<file path="config.mk">
export PLATFORM = sky130hd
export DESIGN_NAME = uart_tx
export DESIGN_NICKNAME = d
export VERILOG_FILES = /design/src/rtl/uart_tx.sv
export SDC_FILE = /design/constraint.sdc
export NUM_CORES = 1
export LEC_CHECK = 0
export CAP_MARGIN = 20
export CORE_MARGIN = 1
export CORE_UTILIZATION = 58
export CTS_CLUSTER_SIZE = 10
export DETAILED_ROUTE_END_ITERATION = 6
export PLACE_DENSITY = 0.83
export SYNTH_ARGS = -nofsm -noshare
export SYNTH_HDL_FRONTEND = slang
export SYNTH_SLANG_ARGS = --single-unit
export TNS_END_PERCENT = 1
</file>
<file path="constraint.sdc">
create_clock -name clk -period 3.98 [get_ports clk]
set_input_delay 0.398 -clock clk [delete_from_list [all_inputs] [get_ports clk]]
set_output_delay 0.398 -clock clk [all_outputs]
set_load 0.05 [all_outputs]
</file>
<file path="src/rtl/uart_tx.sv">
// UART transmitter: start bit, DATA_BITS data bits LSB first, optional even parity, one stop bit.
// Define UART_TX_PARITY_EN to insert the even-parity bit between the data bits and the stop bit.
module uart_tx #(
  parameter int OVERSAMPLE = 16,
  parameter int DATA_BITS  = 8
) (
  input  logic                 clk,
  input  logic                 rst,
  input  logic                 b_tick,
  input  logic                 tx_start,
  input  logic [DATA_BITS-1:0] tx_data,
  output logic                 tx,
  output logic                 tx_busy,
  output logic                 tx_done
);

  localparam int TW = (OVERSAMPLE > 1) ? $clog2(OVERSAMPLE) : 1;
  localparam int BW = (DATA_BITS > 1) ? $clog2(DATA_BITS) : 1;
  localparam logic [TW-1:0] TICK_LAST = TW'(OVERSAMPLE - 1);
  localparam logic [BW-1:0] BIT_LAST  = BW'(DATA_BITS - 1);

  typedef enum logic [2:0] {
    IDLE,
    START,
    DATA,
`ifdef UART_TX_PARITY_EN
    PARITY,
`endif
    STOP
  } state_t;

  state_t                 state;
  logic [TW-1:0]          tick_cnt;
  logic [BW-1:0]          bit_cnt;
  logic [DATA_BITS-1:0]   shreg;
  logic [DATA_BITS-1:0]   shreg_next;
  logic                   tick_end;
`ifdef UART_TX_PARITY_EN
  logic                   par_q;
`endif

  assign shreg_next = shreg >> 1;
  // Last oversample tick of the current bit: every bit boundary lands here.
  assign tick_end   = b_tick && (tick_cnt == TICK_LAST);

  // NOTE: all state is updated with non-blocking assignments so every flop samples pre-edge values.
  always_ff @(posedge clk or negedge rst) begin
    if (!rst) begin
      state    <= IDLE;
      tick_cnt <= '0;
      bit_cnt  <= '0;
      shreg    <= '0;
      tx       <= 1'b1;
      tx_busy  <= 1'b0;
      tx_done  <= 1'b0;
`ifdef UART_TX_PARITY_EN
      par_q    <= 1'b0;
`endif
    end else begin
      tx_done <= 1'b0;
      if (state != IDLE && b_tick)
        tick_cnt <= (tick_cnt == TICK_LAST) ? '0 : tick_cnt + TW'(1);

      case (state)
        IDLE: begin
          tx      <= 1'b1;
          tx_busy <= 1'b0;
          if (tx_start) begin
            shreg    <= tx_data;
            tick_cnt <= '0;
            bit_cnt  <= '0;
`ifdef UART_TX_PARITY_EN
            par_q    <= ^tx_data;
`endif
            state    <= START;
            tx       <= 1'b0;
            tx_busy  <= 1'b1;
          end
        end

        START: begin
          if (tick_end) begin
            state <= DATA;
            tx    <= shreg[0];
          end
        end

        DATA: begin
          if (tick_end) begin
            if (bit_cnt == BIT_LAST) begin
`ifdef UART_TX_PARITY_EN
              state <= PARITY;
              tx    <= par_q;
`else
              state <= STOP;
              tx    <= 1'b1;
`endif
            end else begin
              bit_cnt <= bit_cnt + BW'(1);
              shreg   <= shreg_next;
              tx      <= shreg_next[0];
            end
          end
        end

`ifdef UART_TX_PARITY_EN
        PARITY: begin
          if (tick_end) begin
            state <= STOP;
            tx    <= 1'b1;
          end
        end
`endif

        STOP: begin
          if (tick_end) begin
            state   <= IDLE;
            tx_busy <= 1'b0;
            tx_done <= 1'b1;
          end
        end

        default: begin
          state   <= IDLE;
          tx      <= 1'b1;
          tx_busy <= 1'b0;
        end
      endcase
    end
  end

endmodule
</file>
Word level (Yosys, flattened, before mapping)
Index checks and enable logic that the tools add are counted.
{"block": "op_classes", "add_sub_neg": 2, "n_eq_ne": 11, "reduce_logical": 10, "mux": 28, "n_bitwise": 2}
{"operator": "2-to-1 mux 3 bit", "count": 8}
{"operator": "2-to-1 mux 8 bit", "count": 3}
{"operator": "2-to-1 mux 4 bit", "count": 4}
{"operator": "case mux 8 bit (2 select lines)", "count": 1}
{"operator": "!= test 2 bit (second input constant)", "count": 6}
{"operator": "case mux 3 bit (4 select lines)", "count": 1}
{"operator": "2-to-1 mux 1 bit", "count": 8}
{"operator": "== test 3 x 2 -> 1 bit (second input constant)", "count": 2}
{"operator": "case mux 3 bit (2 select lines)", "count": 1}
{"operator": "AND reduction 5 bit", "count": 1}
{"operator": "adder 4 x 1 -> 4 bit (second input constant)", "count": 1}
{"operator": "== test 4 bit (second input constant)", "count": 1}
{"operator": "case mux 1 bit (4 select lines)", "count": 1}
{"operator": "AND reduction 4 bit", "count": 1}
{"operator": "adder 3 x 1 -> 3 bit (second input constant)", "count": 1}
{"operator": "== test 3 x 1 -> 1 bit (second input constant)", "count": 1}
{"operator": "== test 3 bit (second input constant)", "count": 1}
{"operator": "logical NOT 3 bit", "count": 1}
{"operator": "case mux 1 bit (3 select lines)", "count": 1}
{"operator": "AND reduction 3 bit", "count": 1}
{"operator": "nonzero test 3 bit", "count": 1}
{"operator": "logical AND 1 bit", "count": 2}
{"operator": "inverter 1 bit", "count": 2}
{"operator": "AND reduction 2 bit", "count": 1}
{"operator": "other kinds (2)", "count": 2}
{"block": "word_totals", "word_cells": 60, "register_bits": 21}

Logic depth before layout (Yosys ltp)
{"block": "logic_depth", "word_depth": 5, "ltp_mapped": 7}

Least setup slack after synthesis
Ideal clock, no wire load.
{"block": "synth_path", "path_kind": "register -> register", "startpoint": "register bit_cnt[0]", "endpoint": "register state[1]", "setup_ps": 125, "required_ps": 3855, "arrival_ps": 1439, "stages_incl_launch_ff": 7, "path_slack_ps": 2415, "path_cell_list": "dfrtp_1 > ha_1 > ha_1 > inv_2 > nor2_1 > o21ai_2 > mux2_4"}
{"block": "synth_between", "elab_chain_cells": 3}
{"item": "start: declaration", "line_no": "34", "rtl": "logic [BW-1:0] bit_cnt;"}
{"item": "start signal: assignment", "line_no": "99", "rtl": "bit_cnt <= bit_cnt + BW'(1);"}
{"item": "== test 3 bit", "line_no": "90", "rtl": "if (bit_cnt == BIT_LAST) begin"}
{"item": "!= test 2 bit (no line)"}
{"item": "AND reduction 5 bit (no line)"}
{"item": "end signal: assignment", "line_no": "83", "rtl": "state <= DATA;"}
{"item": "end signal: assignment", "line_no": "95", "rtl": "state <= STOP;"}
{"item": "end signal: assignment", "line_no": "117", "rtl": "state <= IDLE;"}
{"item": "end: declaration", "line_no": "32", "rtl": "state_t state;"}
No other way between the ends.
A chain may end at the register's enable or synchronous reset.

Worst setup path in the final report
{"block": "layout_path", "startpoint": "register state[0]", "endpoint": "register shreg[6]"}
{"block": "layout_between", "elab_chain_cells": 3, "elab_cells_between_ends": 8}
{"item": "start signal: assignment", "line_no": "49", "rtl": "state <= IDLE;"}
{"item": "start signal: assignment", "line_no": "75", "rtl": "state <= START;"}
{"item": "start signal: assignment", "line_no": "83"}
{"item": "== test 3 x 2 -> 1 bit / logical NOT 3 bit (equally long branches)", "line_no": "64", "rtl": "case (state)"}
{"item": "!= test 2 bit (no line) / nonzero test 2 bit (equally long branches)"}
{"item": "AND reduction 4 bit (no line)"}
{"item": "end signal: assignment", "line_no": "69", "rtl": "shreg <= tx_data;"}
{"item": "end signal: assignment", "line_no": "100", "rtl": "shreg <= shreg_next;"}
{"item": "end: declaration", "line_no": "35", "rtl": "logic [DATA_BITS-1:0] shreg;"}
Several ways; a longest one is shown, not always the timed one.

==> results.cfg <==
[run_status]
status = completed

[layout]
drive_above_1_share_pct = 11.8
diodes = 0
fin_nets = 156
mostFrequentLayoutCell = dfrtp_1
n_fill_cell = 141
layout_common_cells = 19 x dfrtp_1, 14 x clkdlybuf4s50_1, 13 x a21oi_1, 13 x o22ai_1, 9 x o21ai_0
fin_util_pct = 75.4
final_area_mm2 = 0.00136
areaGrowthSynthToFinish_pct = 16.4

[pwr]
p_comb_share_pct = 51.1
power.internal_uw = 562
swShare_pct = 43.1
clockPowerShare_pct = 12.5
ir_drop_mv = 0.391
power_switching_uw = 426
sequentialPowerShare_pct = 36.4
leakagePower_nw = 0.571
pwr_density_cell_mw_per_mm2 = 727

[setup_path]
cp.required_ns = 4.16
critPathCaptureType = flip-flop
cp-start-kind = flip-flop
cp_max_fo = 25
critPathKind = reg -> reg
critPathArrivalTime_ns = 2.35

[floorplan]
dieArea_mm2 = 0.00220
rows = 15
die_w_um = 46.9
start_util_pct = 64.8
fp.dieH_um = 46.9
io_pins = 15
coreArea_mm2 = 0.00180

[grt]
track_usage_pct = 25.7
overflow = 0
grt_pass1_wl_um = 3890
grt_max_degree = 26
met3_usage_pct = 3.85
busiest_layer = met2
grt_antenna_before_repair = 0
groute.layer.met1.usage_pct = 37.0
grt_pass1_vias = 884
grt_use_met2_pct = 37.5

[cts]
clk_pin_slew_ns = 0.12
cts_sinks = 20
cts_tree = done
insertion_delay_ns = 0.32
cts_buffer_depth = 2
cts_setup_buffers = 0
cts-resized-gates = 0
cts_buffers = 3
cts_hold_buffers = 0
cts_root_buf = clkbuf_4
htreeDepth = 1

[placed_design]
dp_slack_ns = 1.84
gp_congestion = 0.789
io_buffer_count = 14
dpl-instance-area_mm2 = 0.00132
hpwl_um = 1750

[sta]
setup_slack_ns = 1.81
slew_headroom_pct = 41.9
rsz0062_at_grt = false
fin_crit_sh_pct = 54.6
fmax_mhz = 460
final-max-slew-violation-count = 0
worstMarginPinSlew_ns = 0.869
finalSetupViolations = 0
finalSetupTns_ns = 0
hold_ws_ns = 0.515
period_minus_slack_ns = 2.17
skew_ns = 0.0116
hold_viol = 0

[synthesis]
yosys_register_bits = 20
yosysWarningCount = 0
syn_inst = 122
seq_area_frac_synth_pct = 43.0
syn_area_mm2 = 0.00117
synth_top_area_share_pct = 40.7
synth_flop_cell = dfrtp_1
postSynthAreaPerCell_um2 = 9.57
synth_edf_count = 0
synth.distinct_cells = 40
synth.net_count = 141
yosys.area.top_type = dfrtp_1
synthTopCellsByArea = dfrtp_1 41%, ha_1 7.5%, o22ai_1 7.0%
async_reset_ff_share_pct = 100

[worst_hold_path]
hp-class = reg -> reg

[detailed_routing]
wl_um = 2450
wl_per_cell_um = 15.2
dr.pass1.iters = 6
drtAntennaViolNets = 0
first_iter_violations = 25
num_vias = 1008
drc_errors = 0
viasPerCell = 6.26

[job]
drv_cap = 0
[state kept, by name (all words and copies together), names as in the netlist]
signal	flops
bit_cnt	3
tx_done	1
tick_cnt	4
tx	1
state	2
tx_busy	1
shreg	8
[worst max-delay path, stage by stage (launching register included)]
cell     delay [ns]
dfrtp_1        0.44
inv_1          0.10
ha_1           0.66
mux2_2         0.40
nand3_2        0.16
o22ai_1        0.17
a21oi_1        0.09
[cell usage after synthesis, types with 2 or more instances]
library cell	count
dfrtp_1	19
a21oi_1	13
o22ai_1	13
o21ai_0	9
nand2_1	8
ha_1	7
nand3_1	6
inv_1	4
nor2_1	4
clkbuf_1	3
a22o_1	2
a31oi_1	2
mux2i_1	2
nand2b_1	2
nor3_1	2
or2_2	2
[cell families after synthesis]
logic type	Yosys count	synth area share, %
xor+xnor	1	0.750
buf+inv	9	3.00
fa+ha+maj	7	7.50
simple gates	34	17.2
mux	4	3.97
compound gates	47	24.7
flops	20	43.0
[layer usage]
metal	routed length [um]	part of all wire (%)	up-vias
met1	1130	46	494
li1	-	-	481
met5	0	0	-
met2	1200	49	28
met3	78	3.2	5
met4	44	1.8	0
[metrics by stage]
stage                     total power [mW]  cells
after global placement               0.838    157
after floorplan                      0.747    122
after detailed placement             0.867    157
final                                0.987    161
after global routing                  1.06    161
after CTS                            0.991    161
[area by class of cell]
cell class	count	area, um2	share of cell area [%]
inverters	5	18.8	1.38
multi-input cells	93	631	46.4
flip-flops and latches	20	502	36.9
clock buffers	4	36.3	2.67
well taps	25	31.3	2.30
repair buffers	14	140	10.3
[power by group through the flow]
stage	clock [mW]	combinational, mW	sequential (mW)
6_report	0.124	0.504	0.360
5_1_grt	0.133	0.553	0.370
4_1_cts	0.127	0.507	0.358
3_5_place_dp	0	0.504	0.363
3_3_place_gp	0	0.482	0.357
2_1_floorplan	0	0.370	0.377
[path summary, 6_finish.rpt]
kind / to / slack [ns] / start / cells after the start
worst min-delay path: shreg[2] / 0.51 / shreg[2] / 1
max in group asynchronous: shreg[7] / 2.88 / rst / 1
worst max-delay path: shreg[6] / 1.81 / state[0] / 6
worst max register to register: shreg[6] / 1.81 / state[0] / 6
min in group asynchronous: shreg[5] / 0.56 / rst / 1
worst min register to register: shreg[2] / 0.51 / shreg[2] / 1
No activity file was read; power rests on OpenSTA's default activity.
